[src/rtl/vcu_mailbox.sv]
// vcu_mailbox: producer/consumer register mailbox with per-channel credit-counted FIFOs
// Ports: clk, rst_n (async active-low); p_reg_* producer register port (control, data, rdata);
//        c_reg_* consumer register port; ch_empty/ch_full/ch_prog_full per-channel flags;
//        c_irq registered consumer interrupt.
module vcu_mailbox #(
  parameter int WIDTH     = 32,
  parameter int DEPTH     = 8,
  parameter int NUM_CH    = 2,
  parameter int PROG_FULL = 4
) (
  input  logic              clk,
  input  logic              rst_n,
  input  logic [31:0]       p_reg_control,
  input  logic              p_reg_control_we,
  input  logic [31:0]       p_reg_wdata,
  input  logic              p_reg_wdata_we,
  output logic [31:0]       p_reg_rdata,
  input  logic [31:0]       c_reg_control,
  input  logic              c_reg_control_we,
  input  logic [31:0]       c_reg_wdata,
  input  logic              c_reg_wdata_we,
  output logic [31:0]       c_reg_rdata,
  output logic [NUM_CH-1:0] ch_empty,
  output logic [NUM_CH-1:0] ch_full,
  output logic [NUM_CH-1:0] ch_prog_full,
  output logic              c_irq
);
  localparam int AW = $clog2(DEPTH);
  localparam int CW = $clog2(DEPTH + 1);
  logic [5:0] p_ctrl, c_ctrl, p_sel, c_sel;
  logic [1:0] p_ch, c_ch;
  logic [3:0] p_idx, c_idx;
  logic p_ok, c_ok, p_push, c_pop, c_ne;
  logic [NUM_CH-1:0] p_hit, c_hit, push_ok, pop_ok, irq_mask;
  logic [2:0] p_status, c_status, p_clr, c_clr;
  logic [CW-1:0] cnt [NUM_CH];
  logic [AW-1:0] wp [NUM_CH];
  logic [AW-1:0] rp [NUM_CH];
  logic [WIDTH-1:0] mem [NUM_CH][DEPTH];
  logic [CW-1:0] p_credit;
  logic [WIDTH-1:0] c_head;
  logic unused;
  // a control write takes effect in the same cycle it is written, so strobes and
  // reads decode the incoming control value while its write strobe is high
  assign p_sel = p_reg_control_we ? p_reg_control[5:0] : p_ctrl;
  assign c_sel = c_reg_control_we ? c_reg_control[5:0] : c_ctrl;
  assign p_ch = p_sel[5:4];
  assign c_ch = c_sel[5:4];
  assign p_idx = p_sel[3:0];
  assign c_idx = c_sel[3:0];
  assign p_ok = int'(p_ch) < NUM_CH;
  assign c_ok = int'(c_ch) < NUM_CH;
  assign p_push = p_reg_wdata_we && p_idx == 4'd8;
  assign c_pop = c_reg_control_we && c_idx == 4'd5;
  assign p_clr = (p_reg_wdata_we && p_idx == 4'd2) ? p_reg_wdata[2:0] : 3'b000;
  assign c_clr = (c_reg_wdata_we && c_idx == 4'd2) ? c_reg_wdata[2:0] : 3'b000;
  assign unused = ^{p_reg_control[31:6], c_reg_control[31:6], p_reg_wdata, c_reg_wdata};
  always_comb begin
    p_hit = '0;
    c_hit = '0;
    ch_empty = '0;
    ch_full = '0;
    ch_prog_full = '0;
    p_credit = '0;
    c_ne = 1'b0;
    c_head = '0;
    for (int i = 0; i < NUM_CH; i++) begin
      p_hit[i] = p_push && p_ch == 2'(i);
      c_hit[i] = c_pop && c_ch == 2'(i);
      ch_empty[i] = cnt[i] == '0;
      ch_full[i] = cnt[i] == CW'(DEPTH);
      ch_prog_full[i] = cnt[i] >= CW'(PROG_FULL);
      if (p_ch == 2'(i)) p_credit = CW'(DEPTH) - cnt[i];
      if (c_ch == 2'(i)) begin
        c_ne = cnt[i] != '0;
        c_head = (cnt[i] != '0) ? mem[i][rp[i]] : '0;
      end
    end
  end
  // both sides judge against pre-edge occupancy, so a full-channel push and an
  // empty-channel pop are rejected even when the other side acts in the same cycle
  assign push_ok = p_hit & ~ch_full;
  assign pop_ok = c_hit & ~ch_empty;
  always_ff @(posedge clk or negedge rst_n) begin
    if (!rst_n) begin
      p_ctrl <= '0;
      c_ctrl <= '0;
      p_status <= '0;
      c_status <= '0;
      irq_mask <= '0;
      c_irq <= 1'b0;
      for (int i = 0; i < NUM_CH; i++) begin
        cnt[i] <= '0;
        wp[i] <= '0;
        rp[i] <= '0;
      end
    end else begin
      if (p_reg_control_we) p_ctrl <= p_reg_control[5:0];
      if (c_reg_control_we) c_ctrl <= c_reg_control[5:0];
      p_status <= (p_status & ~p_clr) | {p_push && !p_ok, 1'b0, |(p_hit & ch_full)};
      c_status <= (c_status & ~c_clr) | {c_pop && !c_ok, |(c_hit & ch_empty), 1'b0};
      if (c_reg_wdata_we && c_idx == 4'd6) irq_mask <= c_reg_wdata[NUM_CH-1:0];
      c_irq <= |(~ch_empty & irq_mask) || |c_status;
      for (int i = 0; i < NUM_CH; i++) begin
        cnt[i] <= cnt[i] + CW'(push_ok[i]) - CW'(pop_ok[i]);
        if (push_ok[i]) wp[i] <= wp[i] + 1'b1;
        if (pop_ok[i]) rp[i] <= rp[i] + 1'b1;
      end
    end
  end
  always_ff @(posedge clk) begin
    for (int i = 0; i < NUM_CH; i++)
      if (push_ok[i]) mem[i][wp[i]] <= p_reg_wdata[WIDTH-1:0];
  end
  assign p_reg_rdata = !p_ok ? 32'h0 :
                       p_idx == 4'd4 ? 32'(p_credit) :
                       p_idx == 4'd2 ? {29'h0, p_status} : 32'h0;
  assign c_reg_rdata = !c_ok ? 32'h0 :
                       c_idx == 4'd3 ? {31'h0, c_ne} :
                       c_idx == 4'd9 ? 32'(c_head) :
                       c_idx == 4'd2 ? {29'h0, c_status} :
                       c_idx == 4'd6 ? 32'(irq_mask) : 32'h0;
endmodule

[config.mk]
export PLATFORM = sky130hd
export DESIGN_NAME = vcu_mailbox
export DESIGN_NICKNAME = d
export VERILOG_FILES = /design/src/rtl/vcu_mailbox.sv
export SDC_FILE = /design/constraint.sdc
export NUM_CORES = 1
export LEC_CHECK = 0
export CAP_MARGIN = 20
export CELL_PAD_IN_SITES_DETAIL_PLACEMENT = 1
export CELL_PAD_IN_SITES_GLOBAL_PLACEMENT = 1
export CORE_MARGIN = 2
export CORE_UTILIZATION = 54
export CTS_CLUSTER_DIAMETER = 150
export DETAILED_ROUTE_END_ITERATION = 10
export PLACE_DENSITY = 0.84
export SYNTH_ARGS = -nofsm -noshare
export SYNTH_HDL_FRONTEND = slang
export SYNTH_SLANG_ARGS = --single-unit
[constraint.sdc]
create_clock -name clk -period 7.21 [get_ports clk]
set_input_delay 2.163 -clock clk [delete_from_list [all_inputs] [get_ports clk]]
set_output_delay 2.163 -clock clk [all_outputs]
set_load 0.005 [all_outputs]
==> impl_metrics.tcl, run 1 <==
set metrics [dict create \
    status "finished, final reports clean" \
    cts_max_path_buffers 3 \
    nets 1390 \
    ios 205 \
    grt_use_met2_pct 42.4 \
    cts_root_buf "clkbuf_16" \
    power_frac_clock_pct 37.7 \
    place_congestion 0.767 \
    drc 0 \
    tritoncts "built" \
    critPathLaunchType "input port" \
    first_global_vias 12400 \
    min_path_type "reg2reg" \
    worst_slew_pin_slew_ps 1160 \
    worstSetupPathType "in2out" \
    worst_setup_path_end_kind "output pin" \
    yosys.cell_types.count 58 \
    async_flop_share_pct 7.41 \
    yosys_register_bits 553 \
    top_usage_layer "met2" \
    synth_edf_count 512 \
    dr.pass1.iters 5 \
    vias 11200 \
    use_met3_pct 3.79 \
    overflow 0 \
    setup_viol 0 \
    critPathMaxFanout 12 \
    p_leak_nw 8.24 \
    fin_cells 1811 \
    rsz0062_at_grt "no" \
    io_buffers 95 \
    max_freq_mhz 143 \
    grt_pass1_wl_um 80000 \
    dp_hpwl_um 28300 \
    ant_nets 0 \
    cts_made_buffers 54 \
    yosysWarningCount 0 \
    clkTransAtPathRegs_ps 60 \
    cts_resized 0 \
    dieHeight_um 208 \
    seq_power_share_pct 48.4 \
    final_core_util_pct 63.0 \
    dieArea_um2 43200 \
    min_period_over_period_pct 97.2 \
    drt_wl_total_um 53300 \
    cts_htree_levels 2 \
    slew_violations 0 \
    syn_to_final_growth_pct 14.7 \
    die_width_um 208 \
    viasPerCell 6.20 \
    cts.hold.buffers_added 0 \
    finClkSkew_ps 23.2 \
    grt_max_degree 71 \
    numClockSinks 553 \
    synth_area_um2 22500 \
    cap_violations 0 \
    swShare_pct 24.4 \
    drive_gt1_share_pct 22.9 \
    core_area_um2 40900 \
    use_met1_pct 34.0 \
    clk_latency_ps 610 \
    initial_utilization_pct 54.9 \
    antenna_found_initial 2 \
    track_usage_pct 25.2 \
    fp-row-count 74 \
    cts_setup_buffers 0 \
    required_ps 5050 \
    synthFlopType "edfxtp_1" \
    hold_violations 0 \
    p_switching_mw 1.88 \
    wire_per_inst_um 29.4 \
    dp.cells 1710 \
    vdd_drop_max_mv 0.202 \
    slew_headroom_pct 22.4 \
    worstPathArrival_ps 4840 \
    setup_tns_ps 0 \
    fin_hold_ws_ps 534 \
    combPwrFrac_pct 13.8 \
    period_minus_slack_ps 7010 \
    synth_area_per_cell_um2 20.3 \
    ys_seq_area_share_pct 73.0 \
    p_per_area_nw_per_um2 300 \
    synthCells 1105 \
    p_int_mw 5.84 \
    drt-initial-drc-count 1233 \
]
==> metal layers <==
layer | vias to the layer above | wire length, µm
met1 | 5922 | 21300
li1 | 4684 | -
met4 | 2 | 1300
met3 | 97 | 3600
met2 | 523 | 27100
met5 | - | 11
==> final timing paths <==
path                                    to  slack [ps]  cells after the start        startpoint
max                        c_reg_rdata[21]         200                      8  c_reg_control_we
min                              p_ctrl[0]         530                      1         p_ctrl[0]
max reg2reg                         cnt[2]        3870                     12            cnt[1]
min reg2reg                      p_ctrl[0]         530                      1         p_ctrl[0]
max in group asynchronous            rp[1]        4760                      1             rst_n
min in group asynchronous        p_ctrl[4]        1720                      1             rst_n
==> sequential cells by signal (all words and copies together), names as in the netlist <==
signal    count
c_ctrl        6
c_irq         1
c_status      3
cnt           8
irq_mask      2
mem         512
p_ctrl        6
p_status      3
rp            6
wp            6
==> per-stage QoR <==
| stage | power [mW] | instance area (µm²) | worst slack [ps] |
|---|---|---|---|
| global placement | 4.82 | 24000 | 313 |
| finish | 7.72 | 25800 | 205 |
| global route | 7.97 | 25800 | 66.7 |
| CTS | 7.77 | 25800 | 222 |
| floorplan | 4.58 | 22600 | 295 |
| detailed placement | 4.87 | 24000 | 272 |
==> placed cells by master (no fill, tap or decap), types with 4 or more instances in the layout <==
| cell | Yosys | layout |
|---|---|---|
| nor3_1 | 8 | 4 |
| a211oi_1 | 7 | 7 |
| buf_4 | 42 | 31 |
| conb_1 | 1 | 28 |
| nor2_1 | 42 | 40 |
| dfrtp_1 | 41 | 35 |
| bufinv_16 | 0 | 8 |
| xor2_1 | 9 | 9 |
| mux4_2 | 123 | 123 |
| clkdlybuf4s50_1 | 0 | 94 |
| clkinv_2 | 0 | 11 |
| clkinv_1 | 0 | 13 |
| nor3b_1 | 4 | 4 |
| edfxtp_1 | 512 | 512 |
| and3b_1 | 4 | 4 |
| clkinvlp_4 | 0 | 4 |
| xnor2_1 | 6 | 6 |
| mux2_2 | 17 | 17 |
| nand3_1 | 4 | 4 |
| nor3b_4 | 0 | 4 |
| nor3_2 | 1 | 5 |
| o22a_1 | 26 | 26 |
| a21oi_1 | 10 | 10 |
| ha_1 | 20 | 20 |
| inv_1 | 31 | 31 |
| mux2i_1 | 73 | 73 |
| clkbuf_16 | 0 | 55 |
| o21ai_0 | 10 | 10 |
| nor4b_2 | 0 | 4 |
| nand2_1 | 20 | 20 |
| clkbuf_1 | 4 | 6 |
==> synthesized netlist by cell type (all sizes together) (4+ instances only) <==
master,number,area [µm²]
a21oi,10,50.1
and3b,4,35.0
mux2,18,203
edfxtp,512,15400
buf,76,558
nor2,44,170
o21ai,12,60.1
nor3,9,50.1
o22a,26,228
clkbuf,4,15.0
mux2i,75,776
nand3,7,57.6
a211oi,7,52.6
xor2,9,78.8
xnor2,6,52.6
inv,34,128
mux4,125,2820
nand2,23,98.8
nor4b,6,52.6
dfrtp,41,1030
nor3b,9,92.6
ha,20,250
==> critical path, cell delays in order <==
cell	delay (ps)
clkdlybuf4s50_1	660
buf_4	260
and3b_1	210
o22ai_1	200
or2_1	320
buf_4	230
nor2_1	240
clkdlybuf4s50_1	550
==> cell families after synthesis <==
logic type / Yosys count / share of synthesized area [%]
flops: 553 / 73.0
mux: 218 / 16.9
buf+inv: 114 / 3.12
simple gates: 113 / 2.84
compound gates: 69 / 2.21
fa+ha+maj: 22 / 1.29
xor+xnor: 15 / 0.585
other cells: 1 / 0.0167
==> area by class of cell <==
class | count | area, µm²
flip-flops and latches | 553 | 16400
fillers | 3443 | 15200
multi-input cells | 465 | 5570
clock buffers | 61 | 1400
repair buffers | 126 | 1180
well taps | 532 | 666
clock inverters | 39 | 412
inverters | 34 | 128
diodes | 1 | 2.50
==> power groups by stage <==
| stage | combinational [mW] | sequential [mW] | clock (mW) |
|---|---|---|---|
| after floorplan | 0.918 | 3.66 | 0 |
| after global routing | 1.16 | 3.77 | 3.04 |
| after CTS | 1.08 | 3.75 | 2.95 |
| after global placement | 1.01 | 3.81 | 0 |
| final | 1.07 | 3.74 | 2.91 |
| after detailed placement | 1.06 | 3.81 | 0 |
(Power assumes the default switching activity.)
==> run 2, diff against run 1 <==
--- a/config.mk
+++ b/config.mk
@@ -5,14 +5,15 @@
 export SDC_FILE = /design/constraint.sdc
 export NUM_CORES = 1
 export LEC_CHECK = 0
+export ABC_AREA = 1
 export CAP_MARGIN = 20
 export CELL_PAD_IN_SITES_DETAIL_PLACEMENT = 1
 export CELL_PAD_IN_SITES_GLOBAL_PLACEMENT = 1
 export CORE_MARGIN = 2
-export CORE_UTILIZATION = 54
+export CORE_UTILIZATION = 50
 export CTS_CLUSTER_DIAMETER = 150
 export DETAILED_ROUTE_END_ITERATION = 10
-export PLACE_DENSITY = 0.84
+export PLACE_DENSITY = 0.83
 export SYNTH_ARGS = -nofsm -noshare
 export SYNTH_HDL_FRONTEND = slang
 export SYNTH_SLANG_ARGS = --single-unit
==> run 2 against run 1 <==
Count of clock-buffer cells in the layout grew 5. Hold slack lost 47 ps. Largest power group unchanged. Highest routed layer unchanged. Sequential share of layout area shrank 1.2 points. Cell area grew 2.0%.
==> impl_metrics.tcl, run 2 <==
set metrics [dict create \
    status "finished, final reports clean" \
    min_path_type "reg2reg" \
    io_buffers 95 \
    grt_max_degree 87 \
    ios 205 \
    worstHoldPathCells 2 \
    clk_latency_ps 610 \
    cts_made_buffers 55 \
    required_ps 5050 \
    cts_setup_buffers 0 \
    initial_utilization_pct 50.6 \
    max_freq_mhz 148 \
    slew_violations 0 \
    cts.hold.buffers_added 0 \
    track_usage_pct 29.1 \
    place_ws_ps 158 \
    critPathLaunchType "input port" \
    drive_gt1_share_pct 8.22 \
    fin_cells 2621 \
    cts_root_buf "clkbuf_16" \
    first_global_vias 16900 \
    p_total_mw 7.66 \
    setup_tns_ps 0 \
    nets 2134 \
    final_cell_mix "edfxtp_1, nor2_1, o21ai_0" \
    timing.rr.end "cnt[6]" \
    reg2reg_slack_ps 4170 \
    synth_area_um2 23000 \
    ys_top_cells_by_area "edfxtp_1, nor2_1, o21ai_0, dfrtp_1, o211ai_1" \
    finClkSkew_ps 21.6 \
    ant_nets 0 \
    synthCells 1893 \
    yosys-top-cells-count "edfxtp_1, nor2_1, o21ai_0" \
    p_leak_nw 8.98 \
    p_per_area_nw_per_um2 291 \
    cpMostUsedCell "clkdlybuf4s50_1" \
    yosys_register_bits 553 \
    critPathMaxFanout 27 \
    synth_edf_count 512 \
    vias 15900 \
    place_congestion 0.807 \
    numClockSinks 553 \
    setup_viol 0 \
    layout_commonest_cell "edfxtp_1" \
    hold_path_end "p_status[0]" \
    largest_reg_flops 512 \
    worst_path_max_delay_cell "clkdlybuf4s50_1" \
    rr_worst_depth 14 \
    worst_setup_path_end_kind "output pin" \
    crit_path_max_incr_delay_ps 630 \
    dp_hpwl_um 37200 \
    rsz0062_at_grt "no" \
    yosysMostFrequentCell "edfxtp_1" \
    cap_violations 0 \
    period_minus_slack_ps 6750 \
    dp.cells 2520 \
    synth_area_per_cell_um2 12.1 \
    worstSetupPathType "in2out" \
    worstHoldStart "p_status[0]" \
    die_width_um 218 \
    yosys.area.top_type_share_pct 66.9 \
    hold_violations 0 \
    core_area_um2 45400 \
    synth_top_area_cell "edfxtp_1" \
    stdcell_area_um2 26300 \
    wire_per_inst_um 26.4 \
    yosys.cell_types.count 38 \
    async_flop_share_pct 7.41 \
    drt-initial-drc-count 1788 \
    cts_max_path_buffers 3 \
    yosysWarningCount 0 \
    overflow 0 \
    drt_wl_total_um 69100 \
    min_period_over_period_pct 93.6 \
    ys_seq_area_share_pct 71.4 \
    dr.pass1.iters 5 \
    worstPathCellList "clkdlybuf4s50_1 -> nand2_1 -> o21ai_1 -> nand4_1 -> inv_2 -> nand2_2 -> buf_12 -> a21oi_1 -> clkdlybuf4s50_1" \
    dieHeight_um 218 \
    drc 0 \
    place_area_um2 24500 \
    regToRegStartpoint "cnt[6]" \
    grt_pass1_wl_um 103000 \
    dieArea_um2 47700 \
    tritoncts "built" \
    slew_headroom_pct 29.3 \
    setup_ws_ps 464 \
    synthFlopType "edfxtp_1" \
    vdd_drop_max_mv 0.172 \
    fp-row-count 78 \
    viasPerCell 6.07 \
    antenna_found_initial 4 \
    syn_to_final_growth_pct 14.4 \
    worstPathArrival_ps 4580 \
    cts_htree_levels 2 \
    worst_slew_pin_slew_ps 1060 \
    final_core_util_pct 57.9 \
    clkTransAtPathRegs_ps 60 \
    fin_hold_ws_ps 488 \
]
-- run 2: cell count changes in the layout (fill, tap and decap cells not counted), sizes merged, moves of 7 or more --
cell and change:
mux4 -125, mux2i -75, buf +9, nand3 +90, o21ai +257, nand2 +108
o211ai +112, inv +50, nor2 +375, a21oi +24, nor3b -9, mux2 -18
a211oi -7, o22a -26
-- run 2: routing by layer --
metal | vias to the layer above | wire length, µm | global-route usage, % | part of all wire [%]
met2 | 756 | 35200 | 50.4 | 51
met3 | 158 | 5140 | 4.65 | 7.4
met5 | - | 23 | 0 | 0.033
li1 | 6860 | - | - | -
met4 | 4 | 2300 | 11.2 | 3.3
met1 | 8134 | 26400 | 36.7 | 38
-- run 2: cell families (layout without fill, tap and decap cells) --
kind of cell,Yosys count,after routing,synth area share (%)
xor+xnor,13,13,0.496
flops,553,553,71.4
buf+inv,222,321,4.37
fa+ha+maj,22,22,1.26
simple gates,661,661,11.9
compound gates,421,421,10.5
other cells,1,30,0.0163
-- run 2: critical path: cells and delay by family --
kind / cells / cell delay [ps]
buffers and inverters: 4 / 1510
and+or+nand+nor: 3 / 430
AOI/OAI and AO/OA: 2 / 470
-- run 2: what timing repair did --
action                     in CTS  in global routing
hold endpoints to repair        0                  0
gates resized for setup         0                  1
setup endpoints to repair       0                 12
-- run 2: report_power, final --
| group | internal, mW | leakage, nW | total [mW] | switching (mW) |
|---|---|---|---|---|
| Combinational | 0.384 | 3.05 | 1.20 | 0.816 |
| Clock | 1.58 | 0.833 | 2.78 | 1.21 |
| Sequential | 3.57 | 5.10 | 3.67 | 0.106 |
| Total | 5.53 | 8.98 | 7.66 | 2.13 |
-- run 2: layout make-up --
| type | count | area, µm² |
|---|---|---|
| well taps | 600 | 751 |
| flip-flops and latches | 553 | 16400 |
| multi-input cells | 1145 | 5750 |
| fillers | 4534 | 19100 |
| inverters | 88 | 337 |
| clock buffers | 66 | 1420 |
| repair buffers | 135 | 1310 |
| clock inverters | 32 | 298 |
| diodes | 2 | 5.00 |
-- run 2: how the worst max path moves through the flow --
stage	to	slack [ps]	cells past startpoint	start
detailed placement	c_reg_rdata[17]	160	11	c_reg_control_we
finish	c_reg_rdata[17]	460	9	c_reg_control[0]
CTS	c_reg_rdata[17]	120	11	c_reg_control_we
global placement	c_reg_rdata[29]	240	10	c_reg_control_we
floorplan	mem[0][448]	1590	8	p_reg_control_we
global route	c_reg_rdata[11]	280	13	c_reg_control_we
